### config.mk
export PLATFORM = sky130hd
export DESIGN_NAME = mux_scan_controller
export DESIGN_NICKNAME = d
export VERILOG_FILES = /design/src/rtl/mux_scan_pkg.sv /design/src/rtl/mux_scan_next_ch.sv /design/src/rtl/mux_scan_controller.sv
export SDC_FILE = /design/constraint.sdc
export NUM_CORES = 1
export LEC_CHECK = 0
export CORE_MARGIN = 2
export CORE_UTILIZATION = 47
export DETAILED_ROUTE_END_ITERATION = 10
export GPL_TIMING_DRIVEN = 0
export MAX_ROUTING_LAYER = met4
export PLACE_DENSITY_LB_ADDON = 0.3
export SLEW_MARGIN = 20
export SYNTH_ARGS = -nofsm -noshare
export SYNTH_HDL_FRONTEND = slang
export SYNTH_HIERARCHICAL = 1
export SYNTH_SLANG_ARGS = --single-unit
### constraint.sdc
create_clock -name clk -period 1.85 [get_ports clk]
set_clock_uncertainty 0.1 [all_clocks]
set_input_delay 0.2775 -clock clk [delete_from_list [all_inputs] [get_ports clk]]
set_output_delay 0.2775 -clock clk [all_outputs]
set_load 0.01 [all_outputs]
### src/rtl/mux_scan_pkg.sv
// Shared constants and FSM encoding for the mux scan controller.
package mux_scan_pkg;

  localparam int SCAN_SEL_W   = 2;
  localparam int SCAN_N_CH    = 2 ** SCAN_SEL_W;
  localparam int SCAN_DWELL_W = 4;

  typedef enum logic [1:0] {
    ST_IDLE   = 2'd0,
    ST_SETTLE = 2'd1,
    ST_SAMPLE = 2'd2,
    ST_DONE   = 2'd3
  } scan_state_t;

endpackage

### src/rtl/mux_scan_next_ch.sv
// Priority finder: lowest enabled channel strictly above `current`,
// or the lowest enabled channel overall when from_start is set.
module mux_scan_next_ch
  import mux_scan_pkg::*;
#(
  parameter  int SEL_W = SCAN_SEL_W,
  localparam int N_CH  = 2 ** SEL_W
) (
  input  logic [N_CH-1:0]  mask,
  input  logic [SEL_W-1:0] current,
  input  logic             from_start,
  output logic [SEL_W-1:0] next_ch,
  output logic             has_next
);

  // NOTE: every always_comb output gets a default first so no path can infer a latch.
  always_comb begin
    next_ch  = '0;
    has_next = 1'b0;
    // Walk downward so the lowest qualifying channel is the one left standing.
    for (int n = N_CH - 1; n >= 0; n--) begin
      if (mask[n] && (from_start || (n > int'(current)))) begin
        next_ch  = SEL_W'(n);
        has_next = 1'b1;
      end
    end
  end

endmodule

### src/rtl/mux_scan_controller.sv
// Drives a 4:1 mux select, waits a programmable settle time per enabled
// channel, samples the mux output and assembles a parallel capture word.
module mux_scan_controller
  import mux_scan_pkg::*;
#(
  parameter  int SEL_W   = SCAN_SEL_W,
  parameter  int DWELL_W = SCAN_DWELL_W,
  localparam int N_CH    = 2 ** SEL_W
) (
  input  logic               clk,
  input  logic               rst,
  input  logic               start,
  input  logic [DWELL_W-1:0] dwell,
  input  logic [N_CH-1:0]    mask,
  input  logic               mux_y,
  output logic [SEL_W-1:0]   select,
  output logic               sample_valid,
  output logic [SEL_W-1:0]   sample_ch,
  output logic [N_CH-1:0]    capture,
  output logic               busy,
  output logic               done
);

  scan_state_t        state, state_d;
  logic [SEL_W-1:0]   select_d;
  logic [DWELL_W-1:0] cnt, cnt_d;
  logic [DWELL_W-1:0] dwell_q, dwell_d;
  logic [N_CH-1:0]    mask_q, mask_d;
  logic [N_CH-1:0]    capture_d;

  logic [SEL_W-1:0]   first_ch, next_ch;
  logic               first_valid, has_next;

  // First-channel search runs on the live mask so select is ready on acceptance.
  mux_scan_next_ch #(.SEL_W(SEL_W)) u_first_ch (
    .mask       (mask),
    .current    ('0),
    .from_start (1'b1),
    .next_ch    (first_ch),
    .has_next   (first_valid)
  );

  mux_scan_next_ch #(.SEL_W(SEL_W)) u_next_ch (
    .mask       (mask_q),
    .current    (select),
    .from_start (1'b0),
    .next_ch    (next_ch),
    .has_next   (has_next)
  );

  always_comb begin
    state_d   = state;
    select_d  = select;
    cnt_d     = cnt;
    dwell_d   = dwell_q;
    mask_d    = mask_q;
    capture_d = capture;

    case (state)
      ST_IDLE: begin
        if (start) begin
          capture_d = '0;
          if (first_valid) begin
            dwell_d  = dwell;
            mask_d   = mask;
            select_d = first_ch;
            cnt_d    = dwell;
            state_d  = ST_SETTLE;
          end else begin
            state_d = ST_DONE;
          end
        end
      end

      ST_SETTLE: begin
        if (cnt == '0) state_d = ST_SAMPLE;
        else           cnt_d   = cnt - 1'b1;
      end

      ST_SAMPLE: begin
        capture_d[select] = mux_y;
        if (has_next) begin
          select_d = next_ch;
          cnt_d    = dwell_q;
          state_d  = ST_SETTLE;
        end else begin
          state_d = ST_DONE;
        end
      end

      ST_DONE: state_d = ST_IDLE;

      default: state_d = ST_IDLE;
    endcase
  end

  // NOTE: sequential state uses non-blocking assignments so every register
  // samples its next value from the same pre-edge snapshot.
  always_ff @(posedge clk) begin
    if (rst) begin
      state   <= ST_IDLE;
      select  <= '0;
      cnt     <= '0;
      dwell_q <= '0;
      mask_q  <= '0;
      capture <= '0;
    end else begin
      state   <= state_d;
      select  <= select_d;
      cnt     <= cnt_d;
      dwell_q <= dwell_d;
      mask_q  <= mask_d;
      capture <= capture_d;
    end
  end

  assign sample_valid = (state == ST_SAMPLE);
  assign sample_ch    = select;
  assign busy         = (state != ST_IDLE);
  assign done         = (state == ST_DONE);

endmodule

# Word-level counts from Yosys, hierarchy flattened

Index checks and enable logic that the tools add are counted.

Flip-flop bits (word level): 20
Latch bits: 0
Bits in writable memories: 0
Memory bits (read-only): 0
Input port bits: 12
Output and inout port bits: 11
Memories kept: 0

Add/subtract/negate cells: 1
Multipliers: 0
Div/mod/pow operators: 0
$lt $le $gt $ge: 5
Equality and inequality tests: 8
Shift-type cells: 0
Muxes and demuxes: 33
Bitwise operators: 0
Reduce and logical (&&, ||, !) cells: 14

Operators with widths:

| cell                  | number |
|---|---|
| $mux W2               | 14 |
| $mux W4               | 5 |
| $pmux W4 S3           | 1 |
| $mux W1               | 8 |
| $ne A2 B2 Y1 const B  | 4 |
| $pmux W2 S4           | 1 |
| $pmux W4 S2           | 1 |
| $reduce_and A5 Y1     | 1 |
| $bwmux W4             | 1 |
| $eq A2 B2 Y1 const B  | 2 |
| $gt A2 B2 Y1 const A  | 2 |
| $logic_and A1 B1 Y1   | 4 |
| $logic_not A4 Y1      | 1 |
| $pmux W2 S2           | 1 |
| $reduce_and A2 Y1     | 2 |
| $reduce_and A4 Y1     | 1 |
| $reduce_bool A2 Y1    | 2 |
| $sub A4 B1 Y4 const B | 1 |
| $lt A2 B3 Y1 const B  | 1 |
| $reduce_and A3 Y1     | 1 |
| $reduce_bool A3 Y1    | 1 |
| $demux W1 S2          | 1 |
| $eq A2 B1 Y1 const B  | 1 |
| $ge A2 B1 Y1 const B  | 1 |
| other kinds (3)       | 3 |

# Longest topological paths before layout

Word-level depth: 7
Mapped depth: 7

# By module

Netlist, hierarchy kept.

Modules (own cells, without submodules):

| module              | times used | cells an instance | area each (µm²) | sequential area each (µm²) |
|---|---|---|---|---|
| mux_scan_controller | 1          | 130               | 1096.1          | 400.4 |
| mux_scan_next_ch    | 2          | 16                | 93.8            | 0.0 |

# Least setup slack after synthesis

OpenSTA, ideal clock, no wires.

Path type: flip-flop to flip-flop
Start: register state[0]
End: register cnt[2]
Library setup time: 0.070 ns
Data arrival time: 1.877 ns
Required time: 1.680 ns
Setup slack: -0.198 ns
Cell stages (with the launch flop): 7
Clock period less this slack: 2.048 ns
Path through: dfxtp_1 > inv_1 > ha_1 > nor2b_1 > or3_4 > or4_1 > a21oi_1

Longest elaborated chain between the ends: 3

RTL lines:

| what                                                         | line                       | source |
|---|---|---|
| start, declared                                              | mux_scan_controller.sv:24  | `scan_state_t state, state_d;` |
| start signal, assigned                                       | mux_scan_controller.sv:108 | `state <= state_d;` |
| $eq A2 B2 Y1 (*)                                             | --                         |  |
| net sample_valid                                             | mux_scan_controller.sv:17  | `output logic sample_valid,` |
| $ne A2 B1 Y1 (no line) or $reduce_bool A3 Y1 (tied branches) | --                         |  |
| $reduce_and A5 Y1 (no line)                                  | --                         |  |
| end signal, assigned                                         | mux_scan_controller.sv:110 | `cnt <= cnt_d;` |
| end, declared                                                | mux_scan_controller.sv:26  | `logic [DWELL_W-1:0] cnt, cnt_d;` |

Mark *: on every way through the listed nets, which the timed path passes. The rest lies on a longest branch.
A chain may end at the register's enable or synchronous reset.

# Worst setup path in the final report

Start: register mask_q[2]
End: register cnt[2]

Longest elaborated chain between the ends: 5

RTL lines:

| what                        | line                       | source |
|---|---|---|
| start, declared             | mux_scan_controller.sv:28  | `logic [N_CH-1:0] mask_q, mask_d;` |
| start signal, assigned      | mux_scan_controller.sv:112 | `mask_q <= mask_d;` |
| $logic_and A1 B1 Y1         | mux_scan_next_ch.sv:22     | `if (mask[n] && (from_start \|\| (n > int'(current)))) begin` |
| $mux W1 (2 in a row)        | mux_scan_next_ch.sv:22     |  |
| net has_next                | mux_scan_controller.sv:32  | `logic first_valid, has_next;` |
| $ne A2 B1 Y1 (no line)      | --                         |  |
| $reduce_and A5 Y1 (no line) | --                         |  |

The timed path passes the listed nets, and every way through them passes these cells.

==> results.md <==
* Core area at 2520 µm²
* Post-layout min period at 1960 ps
* Top cell type's share of synthesized area at 31.2%
* Area of the multi-input gates at 975 µm²
* CTS tree: built
* Outcome: finished, violations left
* Worst hold stages at 3
* Clock transition at the registers of the reported paths at 120 ps
* Seq/Total Area, Yosys at 31.2%
* GRT Overall Usage at 23.5%
* Most common cell after layout, fill and taps aside: nor2_1
* Crit Path Max Fanout at 3
* Slowest CP cell: or4_4
* CTS Buf Count at 3
* # rows at 18
* FMAX at 0.511 GHz
* Setup WS pre-CTS at -741 ps
* Slew HR at 61.2%
* Synth warnings at 6
* Layout cells sized above 1 at 20.7%
* Antenna diodes at 0
* Most frequent cells in the layout: 26 x nor2_1, 17 x conb_1, 14 x mux2i_1, 14 x dfxtp_1
* Seq pwr share at 26.3%
* DP Cell Count at 229
* RSZ-0062 raised after global routing: yes
* Comb pwr share at 64.4%
* Total gr overflow at 0
* Synthesized area per cell at 7.92 µm²
* Antenna viol nets, final at 0
* Final hold violation count at 0
* Wirelength, routed at 3410 µm
* Wire length per cell at 14.0 µm
* # fillers at 193
* Sw frac at 42.1%
* Period utilization at 106%
* DRC at 0
* 1st-pass router iterations at 4
* Hold Path Class: primary input to flip-flop
* Switching power at 1150 µW
* Max cap viols at 0
* Cell Pwr Density at 1460 nW/µm²
* Clock Tree Root: clkbuf_4
* Top cell type by total area after synthesis: dfxtp_1
* P_leak at 0.000860 µW
* Final std cells w/o fill at 243
* Synth Register Bits at 20
* Pin count of the biggest net entering global routing at 12
* Top_reg_cell synth: dfxtp_1
* Crit path buf inv count at 0
* Final setup violation count at 4
* Starting Density at 50.9%
* Critical path capture point type: flip-flop
* Largest delay contributor family on the critical path: simple AND/OR/NAND/NOR gates
* DIE AREA at 3170 µm²
* Pins Over Slew Limit at 0
* Worst-margin pin slew at 578 ps
* Mapped cell area at 1280 µm²
* Number of synthesized flops with an enable pin at 0
* Worst EP required at 1980 ps
* Final net count at 232
* Clock buffer depth at 2
* Critical path startpoint category: flip-flop
* Failing checks: negative setup slack
* Vias in the first global route at 1,357
* Port Buffers at 22
* Drt via density at 5.28
* Worst path cell trace: nor2_1 > a2bb2oi_4 > o21ai_2 > nor2b_2 > or3_4 > or4_4 > a21oi_2
* Critical path depth at 7
* Crit path arrival time at 2090 ps
* FF+latch area at 420 µm²
* Antenna violations before repair at 0
* Clock Latency Late Sink at 300 ps
* IO Pins at 23
* Total clock sinks at 20
* Area contributors post-synth: dfxtp_1 31%, mux2i_1 11%, nor2_1 7.9%
* Clock share of power at 9.3%
* Crit Path Class: flip-flop to flip-flop
* DPL Wire Length at 2240 µm
* First-pass GRT wire length at 5730 µm
* Worst stage delay on the critical path at 490 ps
* Max IR drop VDD at 1.10 mV
* RePlAce Congestion at 0.837
* CTS Hold Buffers Added at 0
* Cell variety after synth at 35
* Int Power at 1570 µW
* Cells on worst reg2reg path at 7
* Initial DRC Count at 26
* Area Growth Syn to Fin at 44.5%
* Via count at 1,283
* Synthesized instance count at 162
* Async SR Flop Fraction at 0%
* Htree depth at 1
* Die height at 56.3 µm
* Die width at 56.3 µm
* Fin worst setup slack at -106 ps
layer usage:
| metal | global-route usage [%] | up-vias | routed length, µm |
|---|---|---|---|
| li1 | - | 650 | - |
| met1 | 25.0 | 595 | 1510 |
| met2 | 42.7 | 30 | 1690 |
| met3 | 4.84 | 8 | 128 |
| met4 | 8.50 | 0 | 78 |
| met5 | - | - | 0 |
worst min-delay path, stage by stage:
cell	delay [ps]
dlygate4sd2_1	230
mux2i_1	70
nor2_1	80
per-stage QoR:
| stage | area [µm²] | setup TNS (ps) | hold slack [ps] | total power, µW | utilization, % |
|---|---|---|---|---|---|
| after floorplan | 1360 | -72.0 | 280 | 1660 | - |
| after detailed placement | 1620 | -7250 | 368 | 2070 | 64.1 |
| after CTS | 1760 | -441 | 299 | 2510 | 69.6 |
| after global placement | 1620 | -6980 | 356 | 2000 | 64.1 |
| final | 1860 | -348 | 294 | 2720 | 73.6 |
| after global routing | 1860 | -502 | 303 | 2920 | 73.6 |
power groups by stage:
stage          registers [µW]  logic [µW]  clock network, µW
6_report                  715        1750                253
2_1_floorplan             687         977                  0
3_3_place_gp              702        1290                  0
4_1_cts                   695        1550                263
3_5_place_dp              715        1350                  0
5_1_grt                   726        1910                290
synthesized netlist by cell type, types with 2 or more instances:
library cell / number
conb_1: 2
dfxtp_1: 20
nor2_1: 27
o21ai_0: 6
ha_1: 6
a211oi_1: 3
buf_1: 2
buf_4: 2
o21ba_1: 2
nand3_1: 4
nand2_1: 7
nand2b_1: 6
a21oi_1: 12
a21boi_0: 2
a2bb2oi_1: 2
clkbuf_1: 2
xor2_1: 2
mux2i_1: 14
a211o_1: 2
nor2b_1: 5
inv_1: 12
nor3_1: 7
a31oi_1: 3
registers in the layout, indices dropped and copies added, names as in the netlist:
register   count
dwell_q        4
mask_q         4
cnt            4
sample_ch      2
capture        4
state          2
cell type report:
cell class / count / area share [%]
multi-input cells: 138 / 52.5
flip-flops and latches: 20 / 22.7
well taps: 30 / 2.02
repair buffers: 33 / 16.5
clock buffers: 4 / 1.96
plain buffers: 6 / 1.69
inverters: 12 / 2.70
cell families after synthesis:
logic type	count (synthesis)	synth area share (%)
AND/OR/NAND/NOR	62	23.6
multiplexers	14	10.9
flip-flops	20	31.2
XOR/XNOR	2	1.36
other	2	0.585
AO/OA/AOI/OAI	37	19.8
buffers and inverters	19	6.72
adder cells (fa/ha/maj)	6	5.85
path summary, 6_finish.rpt:
check	slack (ps)	end	start
worst max-delay path	-110	cnt[2]	mask_q[2]
worst min-delay path	290	mask_q[0]	mask[0]
worst max register to register	-110	cnt[2]	mask_q[2]
worst min register to register	380	capture[0]	capture[0]
timing repair:
item | 4_1_cts | 5_1_grt
gates resized for setup | 24 | 16
setup endpoints to repair | 17 | 21
cloned | 0 | 0
setup buffers | 8 | 3
pin swaps | 6 | 5
(Power assumes the default switching activity.)
